$ cat config.mk
export PLATFORM = sky130hd
export DESIGN_NAME = addsub_arbiter
export DESIGN_NICKNAME = d
export VERILOG_FILES = /design/src/rtl/addsub_pkg.sv /design/src/rtl/rr_arbiter2.sv /design/src/rtl/sumador_restador.sv /design/src/rtl/addsub_arbiter.sv
export SDC_FILE = /design/constraint.sdc
export NUM_CORES = 1
export LEC_CHECK = 0
export ABC_AREA = 1
export CAP_MARGIN = 20
export CORE_MARGIN = 4
export CORE_UTILIZATION = 46
export CTS_CLUSTER_DIAMETER = 80
export CTS_CLUSTER_SIZE = 20
export DETAILED_ROUTE_END_ITERATION = 6
export PLACE_DENSITY = 0.78
export SYNTH_ARGS = -nofsm -noshare
export SYNTH_HDL_FRONTEND = slang
export SYNTH_HIERARCHICAL = 1
export SYNTH_SLANG_ARGS = --single-unit
$ cat constraint.sdc
create_clock -name clk -period 1.9 [get_ports clk]
set_input_delay 0.285 -clock clk [delete_from_list [all_inputs] [get_ports clk]]
set_output_delay 0.285 -clock clk [all_outputs]
set_load 0.02 [all_outputs]
$ cat src/rtl/addsub_pkg.sv
// addsub_arbiter shared types: FSM state, op encoding, captured control.
// Overflow helper is used only when ADDSUB_ARB_OVF_EN is defined.
package addsub_pkg;

  typedef enum logic [1:0] {
    IDLE,
    EXEC,
    RESP
  } state_t;

  localparam logic OP_ADD = 1'b0;
  localparam logic OP_SUB = 1'b1;

  typedef struct packed {
    logic op;
    logic id;
  } ctl_t;

  // Subtract flips the sign test on b because b enters inverted.
  function automatic logic add_ovf(
    input logic op,
    input logic am,
    input logic bm,
    input logic rm
  );
    logic same;
    same = (op == OP_SUB) ? (am != bm) : (am == bm);
    return same && (rm != am);
  endfunction

endpackage

$ cat src/rtl/rr_arbiter2.sv
// Two-way round-robin arbiter with its own last-grant pointer.
// Pointer resets to 1 so requester 0 wins the first contest.
module rr_arbiter2 (
  input  logic       clk,
  input  logic       rst,
  input  logic [1:0] req,
  input  logic       en,
  output logic [1:0] gnt
);

  logic last;

  always_comb begin
    gnt = 2'b00;
    if (en) begin
      if (req[0] && req[1])
        gnt = last ? 2'b01 : 2'b10;
      else if (req[0])
        gnt = 2'b01;
      else if (req[1])
        gnt = 2'b10;
    end
  end

  always_ff @(posedge clk or posedge rst) begin
    if (rst)
      last <= 1'b1;
    else if (|gnt)
      last <= gnt[1];
  end

endmodule

$ cat src/rtl/sumador_restador.sv
// Shared adder/subtractor: {cout,res} = a + (s ? ~b : b) + s.
// For subtract, cout = 1 means no borrow.
module sumador_restador #(
  parameter int BITS = 4
) (
  input  logic            s,
  input  logic [BITS-1:0] a,
  input  logic [BITS-1:0] b,
  output logic [BITS-1:0] res,
  output logic            cout
);

  logic [BITS-1:0] bx;

  assign bx = s ? ~b : b;

  assign {cout, res} = {1'b0, a}
                     + {1'b0, bx}
                     + {{BITS{1'b0}}, s};

endmodule

$ cat src/rtl/addsub_arbiter.sv
// Two requesters share one add/sub datapath: IDLE grant, EXEC, RESP hold.
// Define ADDSUB_ARB_OVF_EN to compute ovf; otherwise ovf is tied to 0.
module addsub_arbiter
  import addsub_pkg::*;
#(
  parameter int BITS = 4
) (
  input  logic            clk,
  input  logic            rst,
  input  logic [1:0]      req_valid,
  output logic [1:0]      req_ready,
  input  logic [1:0]      req_op,
  input  logic [BITS-1:0] req_a0,
  input  logic [BITS-1:0] req_b0,
  input  logic [BITS-1:0] req_a1,
  input  logic [BITS-1:0] req_b1,
  output logic            resp_valid,
  input  logic            resp_ready,
  output logic            resp_id,
  output logic [BITS-1:0] res,
  output logic            cout,
  output logic            ovf
);

  state_t          state;
  ctl_t            ctl;
  logic [BITS-1:0] a_q;
  logic [BITS-1:0] b_q;
  logic [1:0]      gnt;
  logic            arb_en;
  logic [BITS-1:0] sum;
  logic            co;
  logic            ov;

  // Gate on rst so nothing is handshaken while reset is held.
  assign arb_en = (state == IDLE) && !rst;

  rr_arbiter2 u_arb (
    .clk (clk),
    .rst (rst),
    .req (req_valid),
    .en  (arb_en),
    .gnt (gnt)
  );

  assign req_ready = gnt;

  sumador_restador #(
    .BITS (BITS)
  ) u_sr (
    .s    (ctl.op),
    .a    (a_q),
    .b    (b_q),
    .res  (sum),
    .cout (co)
  );

`ifdef ADDSUB_ARB_OVF_EN
  assign ov = add_ovf(ctl.op,
                      a_q[BITS-1],
                      b_q[BITS-1],
                      sum[BITS-1]);
`else
  assign ov = 1'b0;
`endif

  always_ff @(posedge clk or posedge rst) begin
    if (rst) begin
      state      <= IDLE;
      ctl        <= '0;
      a_q        <= '0;
      b_q        <= '0;
      resp_valid <= 1'b0;
      resp_id    <= 1'b0;
      res        <= '0;
      cout       <= 1'b0;
      ovf        <= 1'b0;
    end else begin
      unique case (state)
        IDLE: begin
          if (|gnt) begin
            ctl.id <= gnt[1];
            if (gnt[1]) begin
              ctl.op <= req_op[1];
              a_q    <= req_a1;
              b_q    <= req_b1;
            end else begin
              ctl.op <= req_op[0];
              a_q    <= req_a0;
              b_q    <= req_b0;
            end
            state <= EXEC;
          end
        end
        EXEC: begin
          res        <= sum;
          cout       <= co;
          ovf        <= ov;
          resp_id    <= ctl.id;
          resp_valid <= 1'b1;
          state      <= RESP;
        end
        RESP: begin
          if (resp_ready) begin
            resp_valid <= 1'b0;
            state      <= IDLE;
          end
        end
        default: state <= IDLE;
      endcase
    end
  end

endmodule

==> qor.yml, run 1 <==
run_status:
  result_of_the_run: "complete, no violations"
layout:
  layout-area-overhead-vs-synth_pct: 37.5
  diodes: 0
  post_route_cells_drive_above_1_share: 0.135
  layout_commonest_cell: "sky130_fd_sc_hd__nand2_1"
  layout.nets: 220
  layout.cells.most_common_list: "89 x sky130_fd_sc_hd__nand2_1, 29 x sky130_fd_sc_hd__clkdlybuf4s50_1, 19 x sky130_fd_sc_hd__dfrtp_1"
  layout.cell_area.non_filler_sq_um: 1560
yosys:
  synth_area_in_simple_gates: 0.376
  yosysTopAreaCell: "sky130_fd_sc_hd__dfrtp_1"
  yosys_warnings: 6
  synth_area_leaders: "sky130_fd_sc_hd__dfrtp_1 42%, sky130_fd_sc_hd__nand2_1 29%, sky130_fd_sc_hd__xor2_1 3.9%"
  synth_top_family_by_area: "simple AND/OR/NAND/NOR gates"
  top_cell_type_s_share_of_synthesized_area: 0.419
  synth_xor_area_frac: 0.0386
  avgSynthCellArea_sq_um: 7.46
  synth_sequential_area_ratio: 0.443
  synth.area.mux_share: 0
  synth-adder-area-share: 0.0508
  synth_cells: 152
  post_synth_num_cell_types: 20
  synth_fp_nets: 179
  synthesis.area_sq_um: 1130
  synth-compound-area-share: 0.0287
  ys_seq_elements: 20
setup_path:
  worst_path_max_delay_cell: "sky130_fd_sc_hd__dfrtp_1"
  path_class: "flop to primary output"
  slowest_delay_ns: 0.42
  crit_path_cell_trace: "inv_2 > nand2_4 > nor2_1 > nand2_1 > a21oi_1 > buf_2"
  rr_worst_depth: 13
  critical_path_peak_fanout: 2
  worstPathRequired_ns: 1.62
  crit_path_end_kind: "primary output"
  cp_num_buf_inv: 2
  regToRegSetupSlack_ns: 0.22
  r2r-start: "state[1]"
  critPathArrivalTime_ns: 1.47
  crit_family: "flip-flops"
  reg2reg_to: "ctl[1]"
  start_kind: "flop"
global_route:
  aggregate_global_routing_overflow: 0
  grt_max_degree: 20
  first_pass_grt_wire_length_mm: 3.95
  vias_in_the_first_global_route: 1000
  number_of_antenna_violations_at_the_first_check_in_global_routing: 0
  grt_util_all_layers: 0.151
floorplan:
  die_h_microns: 57.6
  cell_rows: 17
  core_sq_um: 2280
  die_w_microns: 57.6
  start_util: 0.498
  io-pin-count: 33
  floorplan.die_area_sq_um: 3320
pwr:
  maximum_vdd_drop_mv: 0.888
  p_leak_nw: 0.867
  total_power_w: 0.00243
  power-per-cell-area_nw_per_um2: 1560
placement:
  dp_hpwl_mm: 1.83
  placed_area_sq_um: 1500
  place_worst_setup_slack_ns: -0.215
  port-buffer-count: 31
  globalplace.congestion: 0.777
cts:
  ctsHoldBuffers: 0
  cts-buffers-inserted: 3
  cts-htree-levels: 1
  tritoncts: "done"
  clock_sinks: 20
  ctsRootBufferMaster: "sky130_fd_sc_hd__clkbuf_4"
  cts_max_path_buffers: 2
  cts_clk_pin_slew_worst_paths_ns: 0.11
  clock_latency_late_sink_ns: 0.31
sta:
  final-hold-violation-count: 0
  final_min_period_over_clock_period: 0.922
  maxSlewViolCount: 0
  final-setup-viol-count: 0
  finalClockSkew_ns: 0.00560
  rsz_0062_raised_after_global_routing: "no"
  min_period_ns: 1.75
  final.setup.worst_slack_ns: 0.147
  fmax_ghz: 0.571
drt:
  vias: 994
  drt-pass1-iter-count: 4
  antenna_left: 0
  avgRoutedWirePerCell_microns: 10.1
  viasPerCell: 4.52
  drc_errors_left: 0
  first_iter_violations: 6
  drt_wl_total_mm: 2.23
hold_path:
  hp-class: "input pin to asynchronous set/reset pin"
job:
  max_cap_violations: 0
## worst max-delay path by stage
stage / from / slack (ns) / end / cells past startpoint
2_1_floorplan: state[1] / 0.18 / ctl[1] / 10
3_3_place_gp: rst / -0.10 / req_ready[0] / 5
3_5_place_dp: rst / -0.21 / req_ready[0] / 5
4_1_cts: state[0] / 0.03 / req_ready[1] / 8
5_1_grt: state[1] / 0.002 / req_ready[0] / 6
6_report: state[1] / 0.15 / req_ready[0] / 6
## worst register-to-register path: cells and delay by family (launching register included)
family | cells | cell delay [ns]
flip-flops | 1 | 0.42
buffers and inverters | 5 | 0.48
AND/OR/NAND/NOR | 8 | 0.67
## report_power, final
part           switching [W]  internal (W)  total, W
registers           0.000140      0.000628  0.000768
logic               0.000735      0.000581   0.00132
clock network       0.000131      0.000213  0.000344
## through the flow
stage          TNS, ns  hold slack [ns]  utilization  cells
2_1_floorplan        0            0.175            -    152
3_3_place_gp    -0.179            0.452        0.660    214
3_5_place_dp    -0.402            0.459        0.660    214
4_1_cts              0            0.312        0.681    218
5_1_grt              0            0.357        0.685    220
6_report             0            0.320        0.685    220
## area by class of cell
cell class | count | area (sq um)
clock buffer | 3 | 22.5
clock inverter | 1 | 30.0
fill | 202 | 717
inverter | 14 | 52.6
multi-input combinational | 116 | 564
sequential | 20 | 502
tap | 28 | 35.0
timing repair buffer | 38 | 353
## repair_timing
item	in CTS	in global routing
endpoints found under the hold margin	0	0
setup buffers	0	2
gates resized for setup	7	1
setup endpoints to repair	2	10
## registers in the layout, summed over array words and instances (netlist names)
name        count
u_arb/last      1
state           2
cout            1
ctl             2
resp_id         1
resp_valid      1
a_q             4
res             4
b_q             4
## cells by family after synthesis
logic type / Yosys count
other: 1
buffers and inverters: 16
xor gates and xnor gates: 5
AOI/OAI and AO/OA: 6
DFF: 20
and+or+nand+nor: 100
adders and majority gates: 4
## per-layer routing
metal / routed length [microns] / GRT usage / up-vias
met4: 69 / 0.0960 / 0
met3: 171 / 0.0245 / 7
met1: 885 / 0.173 / 416
met5: 0 / 0 / -
met2: 1100 / 0.258 / 37
li1: - / - / 534
## synthesized netlist by cell type
cell type / count
sky130_fd_sc_hd__o21ai_1: 2
sky130_fd_sc_hd__nand2_2: 2
sky130_fd_sc_hd__fa_1: 1
sky130_fd_sc_hd__nor2_1: 1
sky130_fd_sc_hd__nor2_8: 1
sky130_fd_sc_hd__dfrtp_1: 19
sky130_fd_sc_hd__xor2_1: 5
sky130_fd_sc_hd__nand2_1: 89
sky130_fd_sc_hd__nor2_4: 1
sky130_fd_sc_hd__dfstp_2: 1
sky130_fd_sc_hd__nand3_1: 2
sky130_fd_sc_hd__nand2_4: 2
sky130_fd_sc_hd__a21oi_1: 3
sky130_fd_sc_hd__buf_4: 2
sky130_fd_sc_hd__conb_1: 1
sky130_fd_sc_hd__inv_2: 4
sky130_fd_sc_hd__ha_1: 3
sky130_fd_sc_hd__inv_1: 10
sky130_fd_sc_hd__o21bai_1: 1
sky130_fd_sc_hd__nor2_2: 2
(Power assumes the default switching activity.)
==> inputs of run 2 (changes only) <==
--- a/config.mk
+++ b/config.mk
@@ -6,13 +6,15 @@
 export NUM_CORES = 1
 export LEC_CHECK = 0
 export ABC_AREA = 1
-export CAP_MARGIN = 20
+export CAP_MARGIN = 5
+export CELL_PAD_IN_SITES_DETAIL_PLACEMENT = 1
+export CELL_PAD_IN_SITES_GLOBAL_PLACEMENT = 1
 export CORE_MARGIN = 4
-export CORE_UTILIZATION = 46
+export CORE_UTILIZATION = 33
 export CTS_CLUSTER_DIAMETER = 80
 export CTS_CLUSTER_SIZE = 20
 export DETAILED_ROUTE_END_ITERATION = 6
-export PLACE_DENSITY = 0.78
+export PLACE_DENSITY_LB_ADDON = 0.1
 export SYNTH_ARGS = -nofsm -noshare
 export SYNTH_HDL_FRONTEND = slang
 export SYNTH_HIERARCHICAL = 1
==> constraint.sdc (replaced) <==
create_clock -name clk -period 1.9 [get_ports clk]
set_input_delay 0.38 -clock clk [delete_from_list [all_inputs] [get_ports clk]]
set_output_delay 0.38 -clock clk [all_outputs]
set_load 0.02 [all_outputs]
==> qor.yml, run 2 (synthesis gave the netlist of run 1 again) <==
setup_path:
  start_kind: "input pin"
  critical_path_peak_fanout: 3  # +1
  rr_worst_depth: 13  # unchanged
  crit_path_cell_trace: "clkdlybuf4s50_1 > nor2_1 > nand2_1 > a21oi_1 > buf_2"
  worstPathRequired_ns: 1.52  # -0.10 ns
  r2r-start: "state[1]"
  path_class: "input pin to primary output"
  critPathArrivalTime_ns: 1.42  # -0.05 ns
  crit_path_end_kind: "primary output"
  path_depth: 5  # -1
  worst_path_max_delay_cell: "sky130_fd_sc_hd__clkdlybuf4s50_1"
  regToRegSetupSlack_ns: 0.24  # +0.02 ns
  worst_setup_path_startpoint: "rst"
  cp_num_buf_inv: 2  # unchanged
  crit_family: "buffers and inverters"
  slowest_delay_ns: 0.44  # +0.02 ns
pwr:
  power-per-cell-area_nw_per_um2: 1490  # -4.6%
  maximum_vdd_drop_mv: 0.436  # -51%
  p_leak_nw: 0.854  # -1.5%
drt:
  first_iter_violations: 25  # +19
  avgRoutedWirePerCell_microns: 10.5  # +3.8%
  vias: 1000  # +0.60%
  viasPerCell: 4.20  # -7.0%
  drc_errors_left: 0  # unchanged
  drt_wl_total_mm: 2.50  # +12%
  drt-pass1-iter-count: 4  # unchanged
  antenna_left: 0  # unchanged
layout:
  multi_input_combinational_cell_area_sq_um: 564  # unchanged
  post_route_insts_no_fill: 238  # +8.2%
  layout.nets: 220  # unchanged
  layout-area-overhead-vs-synth_pct: 37.2
  layout_top_registers: "a_q x4, b_q x4, res x4"
  layout.filler_cells: 449  # +120%
  layout.cells.most_common_list: "89 x sky130_fd_sc_hd__nand2_1, 29 x sky130_fd_sc_hd__clkdlybuf4s50_1, 19 x sky130_fd_sc_hd__dfrtp_1"
  diodes: 0  # unchanged
  ff_latch_area_sq_um: 502  # unchanged
  layout_commonest_cell: "sky130_fd_sc_hd__nand2_1"
  post_route_cells_drive_above_1_share: 0.130  # -0.00521
floorplan:
  floorplan.die_area_sq_um: 4440  # +34%
  io-pin-count: 33  # unchanged
  die_h_microns: 66.6  # +16%
  start_util: 0.340  # -0.158
  core_sq_um: 3340  # +47%
  cell_rows: 21  # +4
  die_w_microns: 66.6  # +16%
sta:
  finalClockSkew_ns: 0.00636  # +0.000764 ns
  finalSetupTns_ns: 0  # unchanged
  maxSlewViolCount: 0  # unchanged
  min_period_ns: 1.80  # +0.0462 ns
  rsz_0062_raised_after_global_routing: "no"
  final-setup-viol-count: 0  # unchanged
  fmax_ghz: 0.556  # -2.6%
  final_min_period_over_clock_period: 0.947  # +0.0243
  final-hold-violation-count: 0  # unchanged
  final.setup.worst_slack_ns: 0.101  # -0.0462 ns
hold_path:
  hp-class: "input pin to asynchronous set/reset pin"
cts:
  clock_sinks: 20  # unchanged
  cts_clk_pin_slew_worst_paths_ns: 0.11  # about the same
  clock_latency_late_sink_ns: 0.29  # -0.02 ns
  cts_max_path_buffers: 2  # unchanged
  ctsRootBufferMaster: "sky130_fd_sc_hd__clkbuf_4"
  cts-htree-levels: 1  # unchanged
  cts-buffers-inserted: 3  # unchanged
  tritoncts: "done"
  ctsHoldBuffers: 0  # unchanged
placement:
  port-buffer-count: 31  # unchanged
  dp_hpwl_mm: 2.08  # +13%
  numPlacedInstances: 233  # +8.9%
  place_worst_setup_slack_ns: -0.376  # -0.161 ns
  globalplace.congestion: 0.710  # -8.7%
global_route:
  grt_util_all_layers: 0.127  # -0.0233
  aggregate_global_routing_overflow: 0  # unchanged
  grt_max_degree: 20  # unchanged
  number_of_antenna_violations_at_the_first_check_in_global_routing: 0  # unchanged
  first_pass_grt_wire_length_mm: 4.46  # +13%
  vias_in_the_first_global_route: 1053  # +5.3%
run_status:
  result_of_the_run: "complete, no violations"
job:
  max_cap_violations: 0  # unchanged
==> run 2: worst reg2reg max path, cell delays in order (launching register included) <==
cell and delay (ns):
sky130_fd_sc_hd__dfrtp_1 0.42, sky130_fd_sc_hd__inv_2 0.08, sky130_fd_sc_hd__nand2_4 0.05, sky130_fd_sc_hd__nor2_1 0.12
sky130_fd_sc_hd__nand2_1 0.07, sky130_fd_sc_hd__inv_1 0.05, sky130_fd_sc_hd__nand2_1 0.06, sky130_fd_sc_hd__inv_1 0.07
sky130_fd_sc_hd__buf_4 0.18, sky130_fd_sc_hd__inv_2 0.11, sky130_fd_sc_hd__nand2_1 0.12, sky130_fd_sc_hd__nand2_4 0.10
sky130_fd_sc_hd__nand2_1 0.08, sky130_fd_sc_hd__nand2_1 0.06
==> run 2: path summary, 6_finish.rpt <==
kind                           endpoint
max                        req_ready[0]
min                          u_arb/last
max reg2reg                      a_q[0]
min reg2reg                        cout
max in group asynchronous        b_q[1]
min in group clk                   cout
==> run 2: repair_timing <==
item	CTS	global route
setup endpoints to repair	2	1
gates cloned	0	0
buffers inserted	0	1
gates resized for setup	7	1
==> run 2: cell type report <==
cell class / count / share of cell area
clock buffer: 4 / 0.0169
inverter: 14 / 0.0338
multi-input combinational: 116 / 0.363
sequential: 20 / 0.323
tap: 46 / 0.0370
timing repair buffer: 38 / 0.227
==> run 2: metal layers <==
metal  share of wire  track usage  wire length [microns]  vias up
li1                -            -                      -      532
met4               0       0.0381                      0        0
met1            0.45        0.152                   1120      437
met2            0.51        0.235                   1270       31
met3           0.048       0.0152                    119        0
met5               0            0                      0        -
==> run 2: stage by stage <==
step / instance area, sq um / power (W) / util / hold slack [ns]
after floorplan: 1130 / 0.00168 / - / 0.270
after global routing: 1560 / 0.00255 / 0.466 / 0.450
after global placement: 1530 / 0.00207 / 0.459 / 0.453
after detailed placement: 1530 / 0.00213 / 0.459 / 0.460
final: 1560 / 0.00231 / 0.466 / 0.435
after CTS: 1550 / 0.00235 / 0.466 / 0.425
==> run 2: report_power, final <==
part	internal [W]	switching, W
sequential	0.000628	0.000142
combinational	0.000585	0.000750
clock	0.0000815	0.000126
total	0.00129	0.00102
